==> config.mk <==
export PLATFORM = sky130hd
export DESIGN_NAME = fma_norm_round
export DESIGN_NICKNAME = d
export VERILOG_FILES = /design/src/rtl/fma_pkg.sv /design/src/rtl/lzc48.sv /design/src/rtl/fma_norm_round.sv
export SDC_FILE = /design/constraint.sdc
export NUM_CORES = 1
export LEC_CHECK = 0
export ABC_AREA = 1
export CAP_MARGIN = 20
export CELL_PAD_IN_SITES_DETAIL_PLACEMENT = 0
export CELL_PAD_IN_SITES_GLOBAL_PLACEMENT = 1
export CORE_UTILIZATION = 35
export DETAILED_ROUTE_END_ITERATION = 10
export PLACE_DENSITY_LB_ADDON = 0.1
export SETUP_SLACK_MARGIN = 0.2
export SLEW_MARGIN = 40
export SYNTH_ARGS = -nofsm -noshare
export SYNTH_HDL_FRONTEND = slang
export SYNTH_SLANG_ARGS = --single-unit
==> constraint.sdc <==
create_clock -name clk -period 8.5 [get_ports clk]
set_input_delay 2.55 -clock clk [delete_from_list [all_inputs] [get_ports clk]]
set_output_delay 2.55 -clock clk [all_outputs]
set_load 0.02 [all_outputs]
==> src/rtl/fma_pkg.sv <==
// Shared constants and inter-stage payloads for the FMA normalize/round/pack stage.
package fma_pkg;
  localparam int EXP_BIAS = 127;
  localparam int EXP_MAX  = 255;
  localparam int FRAC_W   = 23;

  localparam int FLG_OVF  = 3;
  localparam int FLG_UNF  = 2;
  localparam int FLG_INX  = 1;
  localparam int FLG_ZERO = 0;

  // Payload widths; the top-level parameters default to these.
  localparam int NEXP_W  = 10;
  localparam int NMANT_W = 48;

  typedef struct packed {
    logic                      sign;
    logic signed [NEXP_W-1:0]  exp;
    logic [NMANT_W-1:0]        mant;
    logic [5:0]                lzc;
  } s1_t;

  typedef struct packed {
    logic                      sign;
    logic                      zero;
    logic signed [NEXP_W:0]    exp;
    logic [NMANT_W-1:0]        norm;
  } s2_t;
endpackage

==> src/rtl/lzc48.sv <==
// Combinational 48-bit leading-zero counter; an all-zero input yields 48.
module lzc48 (
  input  logic [47:0] val,
  output logic [5:0]  cnt
);
  always_comb begin
    cnt = 6'd48;
    // Ascending scan: the highest set bit is the last one to write cnt.
    for (int i = 0; i < 48; i++)
      if (val[i]) cnt = 6'(47 - i);
  end
endmodule

==> src/rtl/fma_norm_round.sv <==
// Three-stage normalize / RNE round / binary32 pack behind the significand multiplier.
module fma_norm_round
  import fma_pkg::*;
#(
  parameter int EXP_W  = NEXP_W,
  parameter int MANT_W = NMANT_W
) (
  input  logic                    clk,
  input  logic                    rst,
  input  logic                    in_valid,
  output logic                    in_ready,
  input  logic                    in_sign,
  input  logic signed [EXP_W-1:0] in_exp,
  input  logic [MANT_W-1:0]       in_mant,
  output logic                    out_valid,
  input  logic                    out_ready,
  output logic [31:0]             out_result,
  output logic [3:0]              out_flags
);
  localparam int STAGES = 3;

  logic              adv;
  logic [STAGES:1]   vld_pipe;
  logic [5:0]        lzc;
  s1_t               s1;
  s2_t               s2;

  assign adv       = !vld_pipe[STAGES] || out_ready;
  assign in_ready  = adv;
  assign out_valid = vld_pipe[STAGES];

  lzc48 u_lzc (.val(in_mant), .cnt(lzc));

  // Stages shift in lockstep; bubbles are carried, not squeezed out.
  always_ff @(posedge clk) begin
    if (rst) vld_pipe <= '0;
    else if (adv) vld_pipe <= {vld_pipe[STAGES-1:1], in_valid};
  end

  always_ff @(posedge clk) begin
    if (adv) begin
      s1.sign <= in_sign;
      s1.exp  <= in_exp;
      s1.mant <= in_mant;
      s1.lzc  <= lzc;
    end
  end

  always_ff @(posedge clk) begin
    if (adv) begin
      s2.sign <= s1.sign;
      s2.zero <= (s1.mant == '0);
      s2.norm <= s1.mant << s1.lzc;
      s2.exp  <= $signed({s1.exp[EXP_W-1], s1.exp}) + (EXP_W+1)'(1)
               - $signed({(EXP_W+1-6)'(0), s1.lzc});
    end
  end

  logic [FRAC_W-1:0]      frac, frac_r;
  logic                   guard, sticky, rnd, carry;
  logic signed [EXP_W:0]  exp_r;
  logic [31:0]            res_nxt;
  logic [3:0]             flg_nxt;

  always_comb begin
    frac   = s2.norm[46:24];
    guard  = s2.norm[23];
    sticky = |s2.norm[22:0];
    rnd    = guard && (sticky || frac[0]);
    {carry, frac_r} = {1'b0, frac} + (FRAC_W+1)'(rnd);
    // Rounding 1.111..1 up gives 10.0: fraction wraps to zero, exponent bumps.
    exp_r  = carry ? s2.exp + (EXP_W+1)'(1) : s2.exp;

    res_nxt = '0;
    flg_nxt = '0;
    if (s2.zero) begin
      res_nxt = {s2.sign, 31'h0};
      flg_nxt[FLG_ZERO] = 1'b1;
    end else if (exp_r >= (EXP_W+1)'(EXP_MAX)) begin
      res_nxt = {s2.sign, 8'hFF, 23'h0};
      flg_nxt[FLG_OVF] = 1'b1;
      flg_nxt[FLG_INX] = 1'b1;
    end else if (exp_r <= (EXP_W+1)'(0)) begin
      res_nxt = {s2.sign, 31'h0};
      flg_nxt[FLG_UNF]  = 1'b1;
      flg_nxt[FLG_INX]  = 1'b1;
      flg_nxt[FLG_ZERO] = 1'b1;
    end else begin
      res_nxt = {s2.sign, exp_r[7:0], frac_r};
      flg_nxt[FLG_INX] = guard | sticky;
    end
  end

  always_ff @(posedge clk) begin
    if (rst) begin
      out_result <= '0;
      out_flags  <= '0;
    end else if (adv) begin
      out_result <= res_nxt;
      out_flags  <= flg_nxt;
    end
  end
endmodule
## Word-level counts from Yosys, hierarchy flattened

Cells that the tools add are included.

| cells by class | value |
|---|---|
| add/subtract/negate cells | 4 |
| $lt $le $gt $ge | 2 |
| shift-type cells | 1 |
| mux-type cells | 58 |
| bitwise logic cells | 1 |
| reduce and logical (&&, ||, !) cells | 11 |

Operators by type and width:

| cell | count |
|---|---|
| 5-bit 2-to-1 mux | 32 |
| 31-bit 2-to-1 mux | 3 |
| 48-bit zero test | 1 |
| 48-bit by 6-bit left shift with 47-bit output | 1 |
| 4-bit 2-to-1 mux | 8 |
| 32-bit OR reduction | 1 |
| 23-bit by 1-bit adder with 24-bit output | 1 |
| 23-bit OR reduction | 1 |
| 16-bit OR reduction | 1 |
| 3-bit 2-to-1 mux | 5 |
| 10-bit by 2-bit adder with 11-bit output (second input constant) | 1 |
| 11-bit by 2-bit adder with 11-bit output (second input constant) | 1 |
| 11-bit by 9-bit greater-or-equal comparator with 1-bit output (second input constant) | 1 |
| 11-bit by 1-bit <= comparator with 1-bit output (second input constant) | 1 |
| 11-bit 2-to-1 mux | 1 |
| 11-bit by 7-bit subtractor with 11-bit output | 1 |
| 8-bit OR reduction | 1 |
| 1-bit 2-to-1 mux | 7 |
| 2-bit 2-to-1 mux | 2 |
| 4-bit OR reduction | 1 |
| 1-bit logical OR | 2 |
| 2-bit OR reduction | 1 |
| 1-bit logical AND | 1 |
| 1-bit zero test | 1 |
| 1-bit bitwise OR | 1 |

| storage, ports and cells | value |
|---|---|
| flip-flop bits (word level) | 164 |
| bits of input ports | 63 |
| output and inout port bits | 38 |

## Logic depth before layout (Yosys ltp)

Gate-level depths: netlist (run 1).

| logic depth | value |
|---|---|
| depth in word-level cells | 47 |
| mapped depth | 47 |

## Cells and area by module

Synthesis (run 1) repeated with hierarchy kept, for this count alone.

| second synthesis, totals | value |
|---|---|
| cell total of the unflattened synthesis | 1386 |
| area, all modules | 10352.4 µm² |

By module, submodules not included:

| module | times used | cells an instance | area each (µm²) | seq. area each (µm²) |
|---|---|---|---|---|
| fma_norm_round | 1 | 1219 | 9656.8 | 4534.3 |
| lzc48 | 1 | 167 | 695.7 | 0.0 |

## Worst setup path after synthesis (run 1)

OpenSTA, ideal clock, no wires.

| timing | value |
|---|---|
| path kind | input to output |
| start | in out_ready |
| end | out in_ready |
| arrival | 5381 ps |
| required time | 5950 ps |
| slack | 569 ps |
| cell stages on the path | 3 |
| path buffers | 1 |
| path through | nor2_1 clkbuf_1 inv_1 |

| on the way | value |
|---|---|
| longest elaborated chain between the ends | 1 |

Ends and longest elaborated chain:

| item | line | source |
|---|---|---|
| start, declared | fma_norm_round.sv:16 | `input logic out_ready,` |
| 1-bit logical OR | fma_norm_round.sv:28 | `assign adv = !vld_pipe[STAGES] \|\| out_ready;` |
| end, declared | fma_norm_round.sv:11 | `output logic in_ready,` |

Every way passes these cells.

## Final worst setup path (run 1)

Ends and elaborated chain as after synthesis.

==> results of run 1 <==
registers in the layout, summed over array words and instances (netlist names):
| register | flops |
|---|---|
| s1 | 65 |
| out_result | 32 |
| guard | 1 |
| vld_pipe | 3 |
| out_flags | 4 |
| s2 | 36 |
| frac | 23 |
cell families after synthesis:
family | after synthesis | share of synthesized area [%]
adders and majority gates | 19 | 2.52
AOI/OAI and AO/OA | 228 | 13.8
muxes | 31 | 3.19
xor gates and xnor gates | 15 | 1.35
DFF | 164 | 46.7
and+or+nand+nor | 536 | 24.3
buffers and inverters | 210 | 8.20
final cells by class:
type	count	area [µm²]
Tap cell	372	465
Fill cell	2789	15400
Clock inverter	15	166
Multi-Input combinational cell	829	4390
Timing Repair Buffer	112	1090
Inverter	158	598
Clock buffer	17	425
Sequential cell	164	4530
cell usage in the layout (no fill, tap or decap), drive strengths merged, types with 2 or more instances in the layout:
cell type,instances
a31o,2
edfxtp,125
o21ai,111
mux2i,31
o22ai,16
a31oi,5
xnor2,4
nand4,17
nand3b,3
o221ai,16
ha,18
nor4,19
clkdlybuf4s50,100
or2,8
clkbuf,17
a211oi,3
xor2,11
inv,163
buf,12
nand3,53
o21bai,2
nand2,315
nor2,107
clkinv,8
a21oi,56
nor3,13
dfxtp,39
o211ai,10
routing by layer:
layer | vias up | global-route usage, %
met5 | - | 0
met4 | 0 | 5.57
met3 | 26 | 2.62
met2 | 159 | 30.1
met1 | 3593 | 26.5
li1 | 4227 | -
power breakdown:
group | switching (mW) | internal (mW) | total, mW | leakage, nW
registers | 0.0663 | 0.981 | 1.05 | 1.65
logic | 0.332 | 0.188 | 0.519 | 2.90
clock network | 0.368 | 0.419 | 0.787 | 0.288
worst max-delay path by stage:
stage,slack (ns),cells after the start,from,to
6_report,1.90,4,out_ready,in_ready
5_1_grt,1.85,4,out_ready,in_ready
4_1_cts,1.87,4,out_ready,in_ready
3_5_place_dp,1.87,4,out_ready,in_ready
3_3_place_gp,1.87,4,out_ready,in_ready
2_1_floorplan,0.57,3,out_ready,in_ready
metrics by stage:
step	hold WS (ns)	util (%)	power, mW	instance area [µm²]	worst slack (ns)
3_5_place_dp	0.410	40.9	1.59	11100	1.87
5_1_grt	0.432	43.1	2.48	11700	1.85
2_1_floorplan	0.400	-	1.39	9720	0.569
3_3_place_gp	0.402	40.9	1.58	11100	1.87
6_report	0.426	43.1	2.35	11700	1.90
4_1_cts	0.429	43.1	2.37	11700	1.87
==> impl_metrics.ini, run 1 <==
[floorplanning]
core-area_um2 = 27100
die_y_um = 169
row_count = 60
dieArea_um2 = 28400
initial_core_util_pct = 35.9
dieWidth_um = 169
ioPinCount = 101

[worst_setup_path]
critPathTopFamily = buffers and inverters
worstSetupPathType = primary input to output port
rrSetupSlack_ns = 3.87
worstPathCellList = clkdlybuf4s50_1 -> nor2_2 -> inv_4 -> clkdlybuf4s50_1
endpoint_kind = output port
path_common_cell = clkdlybuf4s50_1
r2r_cells = 29
crit_fanout = 20
arrival_ns = 4.05
path_buf_inv = 3
crit_path_start_kind = primary input
critPathRequiredTime_ns = 5.95
crit_slowest_cell = clkdlybuf4s50_1
r2r_start = s2[4]
cpPeakStageDelay_ns = 0.68
worstReg2RegEnd = out_result[5]

[finish]
fin_nets = 1364
drive_gt1_share_pct = 8.19
stdcell_count = 1667
diodes = 0
synthToLayoutAreaGrowth_pct = 20.1

[synthesis]
synth_edf_count = 125
async_flop_share_pct = 0
ys.flop_type = edfxtp_1
netlist_top_cells_area = edfxtp_1, nand2_1, dfxtp_1
ys_warn_count = 0
synth_common_cells = nand2_1, inv_1, edfxtp_1, o21ai_0, nor2_1
netlist_area_um2 = 9720
synth_seq_cells = 164
synth_top_area_share_pct = 38.6
postSynthCellCount = 1203
ys_seq_area_share_pct = 46.7
synth_fp_nets = 1285
yosysTopAreaCell = edfxtp_1
synth.distinct_cells = 51
synth_most_common_cell = nand2_1
avgSynthCellArea_um2 = 8.08

[sta]
finalCriticalPeriod_ns = 6.60
fin_skew_ns = 0.0186
setup_viol = 0
relSlewSlack_pct = 48.8
fin_setup_tns_ns = 0
hold_viol = 0
tightest_slew_ns = 0.759
slew_violations = 0
fmax_mhz = 152
period_share_pct = 77.6
rsz0062_at_grt = false

[clocking]
cts_root_buffer = clkbuf_16
holdBufCountCts = 0
cts_buffers = 17
h-tree-depth = 4
clock_latency_ns = 0.44
cts_num_sinks = 164
cts.path.max_buffers = 2
clkSlewWorstSetupHoldPaths_ns = 0.08
cts_tree = built
cts_resized = 0
cts_setup_buffers = 0

[drt]
wl_met3_um = 774
num_vias = 8005
top_layer = met4
wl_met1_mm = 12.8
final_antenna_net_count = 0
drt_wl_total_mm = 25.6
drcViolationCount = 0
vias_per_cell = 4.80
dr.pass1.iters = 5
dr_wl_met2_mm = 11.5
drtIter0Drc = 571
post_drt_wl_per_cell_um = 15.3

[placed_design]
place_congestion = 0.865
io_buffers = 100
placed_cells = 1635
hpwl_mm = 19.6

[power]
p_leak_nw = 4.84
vdd_ir_drop_max_uv = 119
power_density_nw_per_um2 = 202

[flow_run]
drv_cap = 0

[global_route]
grt_pass1_vias = 7688
grt_usage_pct = 18.8
grt-ovfl-total = 0
antenna_found_initial = 0
grt_max_degree = 71
grt_pass1_wl_mm = 41.8

[worst_hold_path]
whs_endpoint = s2[60]
holdPathStages = 0
hp-start = s1[64]
hold_path_class = flop to flop

[status]
status = complete, no violations
Power figures use the tool's default switching activity.
==> run 2, diff against run 1 <==
clock period = 5.63 ns   (was 8.5 ns; I/O delays follow)
==> run 2 against run 1 <==
Effect of this change:
- clock power grew 52%
- sequential share of layout area shrank 0.13 points
- wire length shrank 1.4%
- non-clock buffer count grew 2
- die area is the same
- global-route usage shrank 0.29 points
- critical path type unchanged
- worst hold slack lost 0.0040 ns
- register-to-register slack lost 2.9 ns
- highest routed layer unchanged
- clock skew shrank 0.0013 ns
- design area grew 0.34%
- count of clock-buffer cells in the layout grew 4
- sequential power grew 50%
==> impl_metrics.ini, run 2 (synthesis results as in run 1) <==
[finish]
synthToLayoutAreaGrowth_pct = 20.5
diodes = 0
top_regs = s1 x65, s2 x36, out_result x32
regMostFlops = s1
layout.cells.most_common = nand2_1
num-fill-cells = 2773
final_cell_mix = nand2_1, inv_1, edfxtp_1
fin_nets = 1366
drive_gt1_share_pct = 8.33
final-seq-area_um2 = 4530
largest_register_ffs = 65
multi_input_area_um2 = 4390

[flow_run]
drv_cap = 0

[worst_setup_path]
crit_path_start_kind = primary input
crit_slowest_cell = clkdlybuf4s50_1
endpoint_kind = output port
worstSetupPathType = primary input to output port
critPathRequiredTime_ns = 3.94
crit_fanout = 15
path_buf_inv = 3
path_common_cell = clkdlybuf4s50_1
r2r_start = s2[21]
cpPeakStageDelay_ns = 0.59
cp-startpoint = out_ready
arrival_ns = 3.37
critPathTopFamily = buffers and inverters
worstPathCellList = clkdlybuf4s50_1 -> nor2_4 -> clkinvlp_4 -> clkdlybuf4s50_1

[power]
vdd_ir_drop_max_uv = 185
p_leak_nw = 4.86
power_density_nw_per_um2 = 305
power_mw = 3.57

[clocking]
cts_buffers = 17
holdBufCountCts = 0
cts_root_buffer = clkbuf_16
clkSlewWorstSetupHoldPaths_ns = 0.07
clock_latency_ns = 0.44
cts_setup_buffers = 0
cts.path.max_buffers = 2
cts_tree = built
h-tree-depth = 4
cts_num_sinks = 164

[global_route]
grt_usage_pct = 18.6
grt_pass1_vias = 7643
grt-ovfl-total = 0
antenna_found_initial = 0
grt_pass1_wl_mm = 41.0
grt_max_degree = 71

[sta]
relSlewSlack_pct = 45.9
setup_viol = 0
finalCriticalPeriod_ns = 5.06
fin_setup_tns_ns = 0
fmax_mhz = 198
fin_skew_ns = 0.0173
hold_viol = 0
rsz0062_at_grt = false
slew_violations = 0
worst_slack_ns = 0.569
tightest_slew_ns = 0.805
period_share_pct = 89.9

[drt]
dr.pass1.iters = 6
drtIter0Drc = 457
post_drt_wl_per_cell_um = 15.1
drcViolationCount = 0
final_antenna_net_count = 0
num_vias = 7990
drt_wl_total_mm = 25.2
vias_per_cell = 4.79

[placed_design]
io_buffers = 100
place_congestion = 0.827
place_ws_ns = 0.234
hpwl_mm = 19.7

[worst_hold_path]
hold_path_class = flop to flop
hp-start = s1[64]

[floorplanning]
dieArea_um2 = 28400
row_count = 60
ioPinCount = 101
dieWidth_um = 169
core-area_um2 = 27100
initial_core_util_pct = 35.9
die_y_um = 169

[status]
status = complete, no violations
[run 2: changes by cell type in the layout (fill, tap and decap cells not counted), sizes merged]
| cell | before | now |
|---|---|---|
| buf | 12 | 14 |
| bufinv | 1 | 0 |
| clkbuf | 17 | 21 |
| clkinv | 8 | 4 |
| clkinvlp | 1 | 2 |
[run 2: report_power, final]
part | internal (mW) | switching, mW
clock network | 0.671 | 0.530
logic | 0.284 | 0.502
registers | 1.48 | 0.0977
total | 2.44 | 1.13
[run 2: path summary, 6_finish.rpt]
check	to	slack (ns)	depth (start not counted)
max	in_ready	0.57	4
min	s2[60]	0.42	0
max reg2reg	out_result[3]	0.97	29
min reg2reg	s2[60]	0.42	0
[run 2: worst register-to-register path: cells and delay by family, from the launching register on]
kind	cells	cell delay, ns
adders and majority gates	1	0.20
buffers and inverters	3	0.20
AOI/OAI and AO/OA	4	0.73
DFF	1	0.34
and+or+nand+nor	21	3.11
[run 2: repair_timing]
action                                 CTS  global route
gates resized for setup                  0             1
endpoints found under the hold margin    0             0
setup endpoints to repair                0             1
[run 2: layout make-up]
cell class | count | area share [%]
Clock inverter | 11 | 0.801
Tap cell | 372 | 3.98
Sequential cell | 164 | 38.7
Timing Repair Buffer | 114 | 9.48
Inverter | 158 | 5.11
Multi-Input combinational cell | 829 | 37.5
Clock buffer | 21 | 4.39
[run 2: per-stage QoR]
step,cells,cell area (µm²),hold slack [ns],utilization [%]
CTS,1669,11700,0.422,43.2
detailed placement,1637,11100,0.405,40.9
finish,1669,11700,0.422,43.2
global route,1669,11700,0.446,43.2
floorplan,1203,9720,0.400,-
global placement,1637,11100,0.401,40.9
[run 2: layer usage]
layer,share of wire (%),up-vias,track usage (%)
li1,-,4223,-
met1,51,3598,26.2
met2,44,137,29.0
met3,2.3,32,2.36
met4,2.2,0,7.00
met5,0,-,0
==> run 3, diff against run 2 <==
CORE_MARGIN = 2   (was default)
clock period = 5.4 ns   (was 5.63 ns; I/O delays follow)
==> run 3 against run 2 <==
Effect of this change:
- total power grew 4.4%
- global-route usage fell by 0.40 points
- clock power up 5%
- non-clock buffer count did not move
- first-iteration DRC count is 29% higher
- worst hold slack better by 0.0085 ns
- final cell count unchanged
- via count hardly changed
- sequential share of layout area about the same
- wire length increased by 1.3%
- clock skew is 0.0047 ns lower
- count of clock-buffer cells in the layout is the same
- critical endpoint unchanged
==> impl_metrics.ini, run 3 (synthesis results as in run 1) <==
[status]
status = complete, no violations

[global_route]
grt_pass1_wl_mm = 40.8
grt_pass1_vias = 7643
grt_usage_pct = 18.2
antenna_found_initial = 0
grt_max_degree = 70
grt-ovfl-total = 0

[clocking]
holdBufCountCts = 0
cts_num_sinks = 164
h-tree-depth = 4
cts.path.max_buffers = 2
clock_latency_ns = 0.43
clkSlewWorstSetupHoldPaths_ns = 0.07
cts_setup_buffers = 0
cts_resized = 0
cts_buffers = 17
cts_root_buffer = clkbuf_16
cts_tree = built

[worst_hold_path]
holdPathStages = 0
hold_path_class = flop to flop
hp-start = s1[64]

[worst_setup_path]
endpoint_kind = output port
path_buf_inv = 3
worstPathCellList = clkdlybuf4s50_1 -> nor2_2 -> clkinvlp_4 -> clkdlybuf4s50_1
crit_slowest_cell = clkdlybuf4s50_1
crit_path_start_kind = primary input
cpPeakStageDelay_ns = 0.60
path_common_cell = clkdlybuf4s50_1
cp.depth = 4
crit_fanout = 5
arrival_ns = 3.30
cp-startpoint = out_ready
critPathTopFamily = buffers and inverters
r2r_cells = 29
worstSetupPathType = primary input to output port
critPathRequiredTime_ns = 3.78
r2r_start = s2[18]

[drt]
drtIter0Drc = 590
drt_wl_total_mm = 25.5
post_drt_wl_per_cell_um = 15.3
drcViolationCount = 0
final_antenna_net_count = 0
num_vias = 7991
vias_per_cell = 4.79
dr.pass1.iters = 5

[finish]
regMostFlops = s1
top_regs = s1 x65, s2 x36, out_result x32
num-fill-cells = 2827
drive_gt1_share_pct = 8.25
layout.cells.most_common = nand2_1
largest_register_ffs = 65
synthToLayoutAreaGrowth_pct = 20.6
diodes = 0
final_cell_mix = nand2_1, inv_1, edfxtp_1
fin_nets = 1366

[sta]
fmax_mhz = 203
rsz0062_at_grt = false
hold_viol = 0
fin_setup_tns_ns = 0
fin_skew_ns = 0.0126
tightest_slew_ns = 0.833
slew_violations = 0
relSlewSlack_pct = 43.9
period_share_pct = 91.1
finalCriticalPeriod_ns = 4.92
setup_viol = 0

[floorplanning]
row_count = 60
ioPinCount = 101
dieArea_um2 = 29100
initial_core_util_pct = 35.9
core-area_um2 = 27100
die_y_um = 171
dieWidth_um = 171

[power]
p_leak_nw = 4.87
power_density_nw_per_um2 = 318
power_mw = 3.72
vdd_ir_drop_max_uv = 185

[placed_design]
place_congestion = 0.857
io_buffers = 100
hpwl_mm = 19.9

[flow_run]
drv_cap = 0
[run 3: worst register-to-register path, delay by kind of cell (launching register included)]
| family | cells | cell delay (ns) |
|---|---|---|
| flip-flops | 1 | 0.33 |
| AND/OR/NAND/NOR | 21 | 3.09 |
| adder cells (fa/ha/maj) | 1 | 0.20 |
| AO/OA/AOI/OAI | 4 | 0.74 |
| buffers and inverters | 3 | 0.20 |
[run 3: routing by layer]
metal / up-vias / part of all wire [%] / global-route usage [%] / routed length [µm]
met1: 3584 / 50 / 25.8 / 12800
met3: 30 / 2.6 / 1.76 / 658
met4: 0 / 2.4 / 6.91 / 613
li1: 4232 / - / - / -
met2: 145 / 45 / 28.6 / 11500
met5: - / 0 / 0 / 0
[run 3: area by class of cell]
class	instances	area [µm²]	share of cell area, %
clock buffer	21	526	4.49
timing repair buffer	114	1110	9.47
tap	372	465	3.97
multi-input combinational	829	4390	37.5
sequential	164	4530	38.7
inverter	158	598	5.10
clock inverter	11	95.1	0.812
[run 3: power by group]
part | internal (mW) | switching, mW | total [mW]
logic | 0.296 | 0.520 | 0.816
registers | 1.54 | 0.103 | 1.65
clock network | 0.714 | 0.545 | 1.26
total | 2.55 | 1.17 | 3.72
[run 3: path summary, 6_finish.rpt]
path	end	slack, ns
worst max-delay path	in_ready	0.48
worst min-delay path	s2[60]	0.43
worst max register to register	out_result[5]	0.79
worst min register to register	s2[60]	0.43
[run 3: metrics by stage]
stage	setup slack, ns	std cells	hold slack, ns	instance area (µm²)	utilization, %
final	0.481	1669	0.431	11700	43.2
after global routing	0.237	1669	0.426	11700	43.2
after CTS	0.408	1669	0.423	11700	43.2
after detailed placement	0.427	1637	0.406	11100	40.9
after global placement	0.435	1637	0.401	11100	40.9
after floorplan	0.233	1203	0.400	9720	-
